===== src/rtl/coin_pkg.sv =====
// Shared coin codes, sequencer states and coin values for the coin acceptor path.
package coin_pkg;

  typedef enum logic [1:0] {
    COIN_NONE = 2'd0,
    COIN_A    = 2'd1,
    COIN_B    = 2'd2,
    COIN_C    = 2'd3
  } coin_code_t;

  typedef enum logic [1:0] {
    SEQ_IDLE  = 2'd0,
    SEQ_PULSE = 2'd1,
    SEQ_GAP   = 2'd2
  } seq_state_t;

  localparam int unsigned COIN_VAL_A = 1;
  localparam int unsigned COIN_VAL_B = 2;
  localparam int unsigned COIN_VAL_C = 5;

  function automatic int unsigned coin_value(input coin_code_t code);
    case (code)
      COIN_A:  return COIN_VAL_A;
      COIN_B:  return COIN_VAL_B;
      COIN_C:  return COIN_VAL_C;
      default: return 0;
    endcase
  endfunction

  // Bit order {c, b, a} matches the output pulse vector.
  function automatic logic [2:0] code_onehot(input coin_code_t code);
    case (code)
      COIN_A:  return 3'b001;
      COIN_B:  return 3'b010;
      COIN_C:  return 3'b100;
      default: return 3'b000;
    endcase
  endfunction

endpackage


===== src/rtl/coin_debounce.sv =====
// One sensor channel: 2-flop synchronizer, DEB_CYCLES debounce, single-cycle rising-edge event.
module coin_debounce
  import coin_pkg::*;
#(
  parameter int DEB_CYCLES = 4
) (
  input  logic clk_i,
  input  logic rst_ni,
  input  logic raw_i,
  output logic rise_o
);

  localparam logic [7:0] DEB_LAST = 8'(DEB_CYCLES - 1);

  logic       sync1_q, sync2_q;
  logic       level_q, level_d;
  logic       prev_q;
  logic [7:0] cnt_q, cnt_d;

  always_comb begin
    level_d = level_q;
    cnt_d   = cnt_q;
    if (sync2_q == level_q) begin
      cnt_d = 8'd0;
    end else if (cnt_q == DEB_LAST) begin
      level_d = ~level_q;
      cnt_d   = 8'd0;
    end else begin
      cnt_d = cnt_q + 8'd1;
    end
  end

  always_ff @(posedge clk_i) begin
    if (!rst_ni) begin
      sync1_q <= 1'b0;
      sync2_q <= 1'b0;
      level_q <= 1'b0;
      prev_q  <= 1'b0;
      cnt_q   <= 8'd0;
    end else begin
      sync1_q <= raw_i;
      sync2_q <= sync1_q;
      level_q <= level_d;
      prev_q  <= level_q;
      cnt_q   <= cnt_d;
    end
  end

  assign rise_o = level_q & ~prev_q;

endmodule


===== src/rtl/coin_acceptor.sv =====
// Conditions three coin sensors and releases queued coins as spaced one-hot pulses on a/b/c.
// Optional COIN_RETURN_EN adds coin_return/return_code reporting every dropped coin.
module coin_acceptor
  import coin_pkg::*;
#(
  parameter int DEB_CYCLES = 4,
  parameter int GAP_CYCLES = 2,
  parameter int FIFO_DEPTH = 4
) (
  input  logic                          clk,
  input  logic                          reset,
  input  logic                          coin_a_raw,
  input  logic                          coin_b_raw,
  input  logic                          coin_c_raw,
  input  logic                          hold,
  output logic                          a,
  output logic                          b,
  output logic                          c,
  output logic [$clog2(FIFO_DEPTH):0]   pending,
  output logic                          overflow
`ifdef COIN_RETURN_EN
  ,
  output logic                          coin_return,
  output logic [1:0]                    return_code
`endif
);

  localparam int AW = $clog2(FIFO_DEPTH);
  localparam int PW = AW + 1;
  localparam logic [3:0] GAP_LOAD = (GAP_CYCLES >= 2) ? 4'(GAP_CYCLES - 2) : 4'd0;

  logic [2:0] rise;

  coin_debounce #(.DEB_CYCLES(DEB_CYCLES)) u_deb_a (
    .clk_i (clk),
    .rst_ni(reset),
    .raw_i (coin_a_raw),
    .rise_o(rise[0])
  );

  coin_debounce #(.DEB_CYCLES(DEB_CYCLES)) u_deb_b (
    .clk_i (clk),
    .rst_ni(reset),
    .raw_i (coin_b_raw),
    .rise_o(rise[1])
  );

  coin_debounce #(.DEB_CYCLES(DEB_CYCLES)) u_deb_c (
    .clk_i (clk),
    .rst_ni(reset),
    .raw_i (coin_c_raw),
    .rise_o(rise[2])
  );

  coin_code_t   mem_q [FIFO_DEPTH];
  logic [AW-1:0] wr_ptr_q, rd_ptr_q;
  logic [PW-1:0] cnt_q, cnt_d;
  logic          fifo_full, fifo_empty;

  logic [2:0]  latch_q, latch_d;
  logic [2:0]  grant, drop;
  logic        push, pop;
  coin_code_t  push_code;
  logic        overflow_q, overflow_d;

  seq_state_t  state_q, state_d;
  logic [3:0]  gap_q, gap_d;
  logic [2:0]  out_q, out_d;

  assign fifo_full  = (cnt_q == PW'(FIFO_DEPTH));
  assign fifo_empty = (cnt_q == '0);

  // Fixed priority c > b > a; a latch blocked by a full queue simply waits.
  always_comb begin
    grant     = 3'b000;
    push_code = COIN_NONE;
    if (!fifo_full) begin
      if (latch_q[2]) begin
        grant     = 3'b100;
        push_code = COIN_C;
      end else if (latch_q[1]) begin
        grant     = 3'b010;
        push_code = COIN_B;
      end else if (latch_q[0]) begin
        grant     = 3'b001;
        push_code = COIN_A;
      end
    end
    push       = |grant;
    drop       = rise & latch_q & ~grant;
    latch_d    = (latch_q & ~grant) | rise;
    overflow_d = overflow_q | (|drop);
  end

  // IDLE doubles as the last gap cycle, so GAP only covers GAP_CYCLES-1 cycles
  // and back-to-back coins land exactly GAP_CYCLES+1 cycles apart.
  always_comb begin
    state_d = state_q;
    gap_d   = gap_q;
    out_d   = 3'b000;
    pop     = 1'b0;
    case (state_q)
      SEQ_IDLE: begin
        if (!fifo_empty && !hold) begin
          pop     = 1'b1;
          out_d   = code_onehot(mem_q[rd_ptr_q]);
          state_d = SEQ_PULSE;
        end
      end
      SEQ_PULSE: begin
        if (GAP_CYCLES >= 2) begin
          state_d = SEQ_GAP;
          gap_d   = GAP_LOAD;
        end else begin
          state_d = SEQ_IDLE;
        end
      end
      SEQ_GAP: begin
        if (gap_q == 4'd0) begin
          state_d = SEQ_IDLE;
        end else begin
          gap_d = gap_q - 4'd1;
        end
      end
      default: state_d = SEQ_IDLE;
    endcase
  end

  always_comb begin
    case ({push, pop})
      2'b10:   cnt_d = cnt_q + PW'(1);
      2'b01:   cnt_d = cnt_q - PW'(1);
      default: cnt_d = cnt_q;
    endcase
  end

  always_ff @(posedge clk) begin
    if (push) begin
      mem_q[wr_ptr_q] <= push_code;
    end
  end

  always_ff @(posedge clk) begin
    if (!reset) begin
      wr_ptr_q   <= '0;
      rd_ptr_q   <= '0;
      cnt_q      <= '0;
      latch_q    <= 3'b000;
      overflow_q <= 1'b0;
      state_q    <= SEQ_IDLE;
      gap_q      <= 4'd0;
      out_q      <= 3'b000;
    end else begin
      if (push) wr_ptr_q <= wr_ptr_q + AW'(1);
      if (pop)  rd_ptr_q <= rd_ptr_q + AW'(1);
      cnt_q      <= cnt_d;
      latch_q    <= latch_d;
      overflow_q <= overflow_d;
      state_q    <= state_d;
      gap_q      <= gap_d;
      out_q      <= out_d;
    end
  end

  assign a        = out_q[0];
  assign b        = out_q[1];
  assign c        = out_q[2];
  assign pending  = cnt_q;
  assign overflow = overflow_q;

`ifdef COIN_RETURN_EN
  // Reported in the drop cycle itself; the highest-priority channel wins a tie.
  always_comb begin
    coin_return = reset & (|drop);
    return_code = 2'b00;
    if (reset) begin
      if (drop[2])      return_code = COIN_C;
      else if (drop[1]) return_code = COIN_B;
      else if (drop[0]) return_code = COIN_A;
    end
  end
`endif

endmodule


===== config.mk =====
export PLATFORM = sky130hd
export DESIGN_NAME = coin_acceptor
export DESIGN_NICKNAME = d
export VERILOG_FILES = /design/src/rtl/coin_pkg.sv /design/src/rtl/coin_debounce.sv /design/src/rtl/coin_acceptor.sv
export SDC_FILE = /design/constraint.sdc
export NUM_CORES = 1
export LEC_CHECK = 0
export ABC_AREA = 1
export CAP_MARGIN = 15
export CORE_UTILIZATION = 63
export CTS_CLUSTER_DIAMETER = 200
export CTS_CLUSTER_SIZE = 16
export DETAILED_ROUTE_END_ITERATION = 16
export PLACE_DENSITY = 0.84
export SYNTH_ARGS = -nofsm -noshare
export SYNTH_HDL_FRONTEND = slang
export SYNTH_SLANG_ARGS = --single-unit
export TNS_END_PERCENT = 20

===== constraint.sdc =====
create_clock -name clk -period 3.4 [get_ports clk]
set_clock_uncertainty 0.1 [all_clocks]
set_input_delay 0.34 -clock clk [delete_from_list [all_inputs] [get_ports clk]]
set_output_delay 0.34 -clock clk [all_outputs]
set_load 0.02 [all_outputs]

==> summary.md, run 1 <==
| Metric | Value |
|---|---|
| Worst EP required | 3.57 ns |
| Drt pass-1 iters | 4 |
| Final setup viols | 0 |
| Startpoint Class | register |
| Average size of a mapped cell | 8.00 um^2 |
| Hold depth | 2 |
| VDD IR max | 0.274 mV |
| TritonCTS Buffers | 9 |
| Worst min-delay path class | register to register |
| Initial Util | 0.676 |
| Placement Cell Area | 0.00295 mm^2 |
| Worst Tran Pin Value | 0.493 ns |
| Die ar. | 0.00469 mm^2 |
| Most frequent CP cell | nand2_1 |
| Fin nets | 384 |
| Post-CTS Setup Inserts | 0 |
| EDFF count, synth | 8 |
| Ant diodes | 0 |
| # DRC | 0 |
| Crit path capture type | register |
| PwrDens | 454 mW/mm^2 |
| Distinct cells, synth | 23 |
| Mapped Cells | 348 |
| Design area | 0.00312 mm^2 |
| Antenna violations before repair | 0 |
| Reg clk slew, reported paths | 0.07 ns |
| Cell count after placement | 407 |
| Area delta synth->final | 12.2% |
| Tcrit/Tclk final | 0.692 |
| Non-filler cells, final | 423 |
| R2r endpoint | pending[2] |
| Pleak | 1.31 nW |
| CP arrival | 2.53 ns |
| Die span in y | 68.5 um |
| Rows | 23 |
| TNS Setup | 0 ns |
| Flop2flop setup slack | 1.05 ns |
| Synth area leader | dfxtp_1 |
| Crit path time final | 2.35 ns |
| Share of post-route cells with drive strength above 1 | 0.0509 |
| # H-tree levels | 3 |
| CTS max path bufs | 2 |
| Tot Pwr | 1.42 mW |
| Core box area | 0.00412 mm^2 |
| Die width | 68.5 um |
| Seq/Total Area, Yosys | 0.504 |
| Slowest CP cell | fa_1 |
| Largest net degree at the start of global routing | 20 |
| Syn Std Cell Area | 0.00278 mm^2 |
| Most frequent cell after synthesis | inv_1 |
| Largest stage delay on the critical path | 0.37 ns |
| Drt via density | 5.01 |
| Max-slew headroom | 0.671 |
| Synthesized net count | 364 |
| Run status | finished clean |
| First-pass GRT wire length | 7470 um |
| Max Cap Viol | 0 |
| Crit path buf inv count | 1 |
| Routability cong. | 0.802 |
| Routed length per placed instance | 10.8 um |
| R2R cell count | 10 |
| Starting DRT DRC Count | 83 |
| Clk Latency, worst-skew pair | 0.34 ns |
| Post-CTS resize count | 0 |
| Yosys reg bits | 66 |
| Input/output buffers | 12 |
| Final Hold Viols | 0 |
| Hold endpoint | u_deb_c.sync2_q |
| WL final | 4590 um |
| DPL Wire Length | 3120 um |
| FFs w/ async S/R, synth | 0 |
| Synth area leaders | dfxtp_1 (42%), edfxtp_1 (8.6%), inv_1 (8.1%), nor2_1 (8.0%), nand2_1 (7.3%) |
| Antenna-violating nets left | 0 |
| Worst path cell trace | nor2_1 -> nand2_1 -> o31ai_4 -> ha_1 -> inv_1 -> fa_1 -> or2_2 -> nand2_1 -> o21ai_0 -> a21oi_1 |
| GRT Util Overall | 0.227 |
| Gr ovfl total | 0 |
| Share of the synthesized area in the top cell type | 0.417 |
| RR Startpoint | pending[1] |
| # hold bufs at CTS | 0 |
| Number of global-route vias before repair | 1862 |
| CP Class | register to register |
| Most common library cells after synthesis | inv_1 (60), nor2_1 (59), dfxtp_1 (58) |
| Peak Freq | 425 MHz |
| Vias after detailed routing | 2121 |
| CTS tree | done |
| CTS Sinks | 66 |
| Top cell family by delay on the critical path | simple AND/OR/NAND/NOR gates |
| Final Max Tran Viols | 0 |
| Critical Path Fanout Max | 9 |
| # IOs | 13 |
| Synth Flop Type | dfxtp_1 |
| Yosys warns | 0 |
| RSZ-0062 raised after global routing | false |
| Hold_sp | u_deb_c.sync1_q |
| Root buf cell | clkbuf_8 |
state kept, by name (all words and copies together), names as in the netlist, 2 cells and up, named ones only:
register / cells
u_deb_c.cnt_q: 8
wr_ptr_q: 2
rd_ptr_q: 2
mem_q: 8
state_q: 2
gap_q: 4
u_deb_a.cnt_q: 8
latch_q: 3
pending: 3
u_deb_b.cnt_q: 8
out_q: 3
how the worst max path moves through the flow:
stage	start	endpoint	slack, ns	cells after the start
global route	pending[1]	pending[2]	0.84	10
global placement	hold	pending[2]	0.97	11
finish	pending[1]	pending[2]	1.05	10
CTS	pending[1]	pending[2]	1.08	10
floorplan	pending[0]	pending[2]	1.25	10
detailed placement	hold	pending[2]	0.89	11
where the power goes:
part           switching [mW]  internal [mW]  leakage, nW
clock network           0.272          0.329       0.0875
registers             0.00243          0.791        0.544
logic                  0.0139        0.00983        0.681
total                   0.288           1.13         1.31
stage by stage:
| step | utilization | hold slack [ns] | setup WS, ns |
|---|---|---|---|
| finish | 0.759 | 0.313 | 1.05 |
| global route | 0.759 | 0.335 | 0.837 |
| CTS | 0.759 | 0.315 | 1.08 |
| detailed placement | 0.716 | 0.300 | 0.892 |
| global placement | 0.716 | 0.293 | 0.973 |
| floorplan | - | 0.290 | 1.25 |
cell type report:
type / count / area, um^2
sequential: 66 / 1400
multi-input combinational: 218 / 1130
fill: 300 / 992
inverter: 60 / 225
clock buffer: 11 / 131
timing repair buffer: 13 / 128
tap: 50 / 62.6
clock inverter: 5 / 45.0
worst register-to-register path, delay by kind of cell (launching register included):
family / cells / cell delay (ns)
buffers and inverters: 1 / 0.07
and+or+nand+nor: 4 / 0.80
adders and majority gates: 2 / 0.60
AOI/OAI and AO/OA: 3 / 0.37
DFF: 1 / 0.34
routing by layer:
layer | vias to the layer above | routed length (um) | global-route usage
li1 | 1127 | - | -
met1 | 959 | 2130 | 0.251
met2 | 21 | 2200 | 0.374
met3 | 14 | 122 | 0.0650
met4 | 0 | 135 | 0.156
met5 | - | 0 | 0
cells in the final DEF, fill, tap and decap left out:
cell type | synthesis | layout
a21oi_1 | 26 | 26
buf_4 | 0 | 1
bufinv_16 | 0 | 1
clkbuf_1 | 0 | 2
clkbuf_8 | 0 | 9
clkdlybuf4s50_1 | 0 | 12
clkinv_1 | 0 | 4
dfxtp_1 | 58 | 58
edfxtp_1 | 8 | 8
fa_1 | 1 | 1
ha_1 | 9 | 9
inv_1 | 60 | 60
nand2_1 | 54 | 54
nand3_1 | 21 | 21
nand4_1 | 6 | 6
nor2_1 | 59 | 59
nor2_2 | 2 | 2
nor3_1 | 6 | 6
nor3b_2 | 1 | 1
o211ai_1 | 1 | 1
o21ai_0 | 12 | 12
o21ai_2 | 1 | 1
o31ai_4 | 1 | 1
or2_1 | 1 | 1
or2_2 | 3 | 3
xnor2_1 | 3 | 3
xor2_1 | 11 | 11
cell families after synthesis:
logic type | synth area share
fa+ha+maj | 0.0477
simple gates | 0.232
xor+xnor | 0.0441
flops | 0.504
compound gates | 0.0818
buf+inv | 0.0904
(Power assumes the default switching activity.)
==> inputs of run 2 (changes only) <==
--- a/config.mk
+++ b/config.mk
@@ -7,11 +7,11 @@
 export LEC_CHECK = 0
 export ABC_AREA = 1
 export CAP_MARGIN = 15
-export CORE_UTILIZATION = 63
+export CORE_UTILIZATION = 59
 export CTS_CLUSTER_DIAMETER = 200
 export CTS_CLUSTER_SIZE = 16
 export DETAILED_ROUTE_END_ITERATION = 16
-export PLACE_DENSITY = 0.84
+export PLACE_DENSITY = 0.79
 export SYNTH_ARGS = -nofsm -noshare
 export SYNTH_HDL_FRONTEND = slang
 export SYNTH_SLANG_ARGS = --single-unit
==> constraint.sdc (replaced) <==
create_clock -name clk -period 2.2 [get_ports clk]
set_clock_uncertainty 0.1 [all_clocks]
set_input_delay 0.22 -clock clk [delete_from_list [all_inputs] [get_ports clk]]
set_output_delay 0.22 -clock clk [all_outputs]
set_load 0.02 [all_outputs]
==> run 2 against run 1 <==
The flow now finishes with violations (design-rule violations). Setup slack got worse by 0.87 ns. Count of clock-buffer cells in the layout increased by 3. Combinational power up 60%. Clock power rose by 58%. Critical path depth did not move. Sequential cell count unchanged. Non-clock buffer count increased by 6. Cell area rose by 2.3%. Sequential share of layout area fell by 1.0 points. Register-to-register slack got worse by 0.87 ns. First-iteration DRC count shrank 8.4%. Power up 56%. Largest power group unchanged.
==> summary.md, run 2 (synthesis results as in run 1) <==
| Metric | Value |
|---|---|
| Final Max Tran Viols | 0 (unchanged) |
| # H-tree levels | 3 (unchanged) |
| CTS Sinks | 66 (unchanged) |
| Initial Util | 0.626 (was 0.676) |
| # hold bufs at CTS | 0 (unchanged) |
| Max Cap Viol | 0 (unchanged) |
| Hold_sp | u_deb_b.sync1_q (was u_deb_c.sync1_q) |
| Vias after detailed routing | 2152 (was 2121) |
| Root buf cell | clkbuf_8 (unchanged) |
| Reg clk slew, reported paths | 0.07 ns (about the same) |
| Worst EP required | 2.37 ns (was 3.57 ns) |
| Flop2flop setup slack | 0.18 ns (was 1.05 ns) |
| VDD IR max | 0.571 mV (was 0.274 mV) |
| Non-filler cells, final | 431 (was 423) |
| PwrDens | 693 mW/mm^2 (was 454 mW/mm^2) |
| Clk Latency, worst-skew pair | 0.34 ns (about the same) |
| Hold endpoint | u_deb_b.sync2_q (was u_deb_c.sync2_q) |
| WL final | 4430 um (was 4590 um) |
| Run status | finished with violations (was finished clean) |
| GRT Util Overall | 0.203 (was 0.227) |
| R2r endpoint | pending[2] (unchanged) |
| Pleak | 1.36 nW (was 1.31 nW) |
| Failing checks | design-rule violations |
| TritonCTS Buffers | 9 (unchanged) |
| Core box area | 0.00444 mm^2 (was 0.00412 mm^2) |
| TNS Setup | 0 ns (unchanged) |
| Gr ovfl total | 0 (unchanged) |
| Fillers | 332 (was 300) |
| Number of global-route vias before repair | 1971 (was 1862) |
| Die width | 70.7 um (was 68.5 um) |
| Antenna violations before repair | 0 (unchanged) |
| CP Class | register to register (unchanged) |
| Reg power frac | 0.554 (was 0.559) |
| Hold slack | 0.301 ns (was 0.313 ns) |
| Startpoint Class | register (unchanged) |
| Fin nets | 390 (was 384) |
| CTS max path bufs | 2 (unchanged) |
| First-pass GRT wire length | 7820 um (was 7470 um) |
| Antenna-violating nets left | 0 (unchanged) |
| Logic gate share of total power | 0.017 (about the same) |
| Die ar. | 0.00499 mm^2 (was 0.00469 mm^2) |
| DPL Wire Length | 3130 um (was 3120 um) |
| NetSw | 446 uW (was 288 uW) |
| Largest net degree at the start of global routing | 14 (was 20) |
| Area delta synth->final | 14.8% (was 12.2%) |
| Crit path capture type | register (unchanged) |
| Drt pass-1 iters | 10 (was 4) |
| CP arrival | 2.20 ns (was 2.53 ns) |
| Clk pwr share | 0.429 (was 0.424) |
| Most frequent cells in the layout | inv_1 (60), nor2_1 (58), dfxtp_1 (58), nand2_1 (54), a21oi_1 (26) (was inv_1 (60), nor2_1 (59), dfxtp_1 (58), nand2_1 (54), a21oi_1 (26)) |
| Starting DRT DRC Count | 76 (was 83) |
| Cell count after placement | 415 (was 407) |
| Input/output buffers | 12 (unchanged) |
| Hold depth | 2 (unchanged) |
| RSZ-0062 raised after global routing | false (unchanged) |
| Ant diodes | 0 (unchanged) |
| Drt via density | 4.99 (was 5.01) |
| Commonest non-fill, non-tap cell in the layout | inv_1 (unchanged) |
| Max-slew headroom | 0.678 (was 0.671) |
| Crit path time final | 2.02 ns (was 2.35 ns) |
| Critical Path Fanout Max | 3 (was 9) |
| CTS tree | done (unchanged) |
| Share of post-route cells with drive strength above 1 | 0.0844 (was 0.0509) |
| # IOs | 13 (unchanged) |
| Final setup viols | 0 (unchanged) |
| R2R cell count | 10 (unchanged) |
| Worst Tran Pin Value | 0.483 ns (was 0.493 ns) |
| Tcrit/Tclk final | 0.920 (was 0.692) |
| Die span in y | 70.7 um (was 68.5 um) |
| Routability cong. | 0.769 (was 0.802) |
| Final Hold Viols | 0 (unchanged) |
| Pint | 1.77 mW (was 1.13 mW) |
| RR Startpoint | pending[0] (was pending[1]) |
| Routed length per placed instance | 10.3 um (was 10.8 um) |
| Peak Freq | 494 MHz (was 425 MHz) |
| # DRC | 2 (was 0) |
| Worst min-delay path class | register to register (unchanged) |
| Switching share of total power | 0.202 (was 0.203) |
| Rows | 24 (was 23) |
==> run 2: layout make-up <==
cell class                 instances  area, um^2  area share
clock inverter                     2        10.0     0.00313
clock buffer                      14         183      0.0572
inverter                          60         225      0.0705
multi-input combinational        218        1140       0.356
timing repair buffer              19         173      0.0541
tap                               52        65.1      0.0204
sequential                        66        1400       0.439
==> run 2: worst max-delay path by stage <==
| stage | from | to | slack [ns] | depth (start not counted) |
|---|---|---|---|---|
| 6_report | pending[0] | pending[2] | 0.18 | 10 |
| 5_1_grt | pending[2] | pending[2] | 0.009 | 11 |
| 4_1_cts | pending[0] | pending[2] | 0.1 | 10 |
| 3_5_place_dp | hold | pending[2] | -0.07 | 11 |
| 3_3_place_gp | hold | pending[2] | 0.01 | 11 |
| 2_1_floorplan | pending[0] | pending[2] | 0.05 | 10 |
==> run 2: repair_timing <==
| action | CTS | global route |
|---|---|---|
| resized for setup | 0 | 2 |
| setup buffers | 0 | 0 |
| setup endpoints to repair | 0 | 1 |
==> run 2: metrics by stage <==
step	cell area, um^2	util	worst slack, ns	power, mW
2_1_floorplan	2780	-	0.0533	1.27
3_3_place_gp	2990	0.674	0.0114	1.29
3_5_place_dp	2990	0.674	-0.0660	1.29
4_1_cts	3190	0.717	0.0969	2.24
5_1_grt	3190	0.719	0.00918	2.29
6_report	3190	0.719	0.177	2.21
==> run 2: worst max-delay path: stages, from the launching register on <==
cell and delay [ns]:
dfxtp_1 0.33, nor2_2 0.15, nand2_1 0.12, o31ai_4 0.08, ha_1 0.17, inv_1 0.06, fa_1 0.37, or2_2 0.30
nand2_1 0.09, o21ai_0 0.08, a21oi_1 0.11
==> run 2: metal layers <==
layer  track usage  vias to the layer above  routed length, um  share of wire
li1              -                     1145                  -              -
met1         0.231                      970               2090           0.47
met2         0.340                       29               2110           0.48
met3        0.0684                        8                133          0.030
met4         0.109                        0                 99          0.022
met5             0                        -                  0              0
==> run 2: power groups by stage <==
stage / Combinational, mW / Sequential [mW] / Clock, mW
global route: 0.0438 / 1.23 / 1.02
detailed placement: 0.0386 / 1.25 / 0
global placement: 0.0377 / 1.25 / 0
CTS: 0.0387 / 1.23 / 0.975
floorplan: 0.0215 / 1.25 / 0
finish: 0.0381 / 1.23 / 0.950
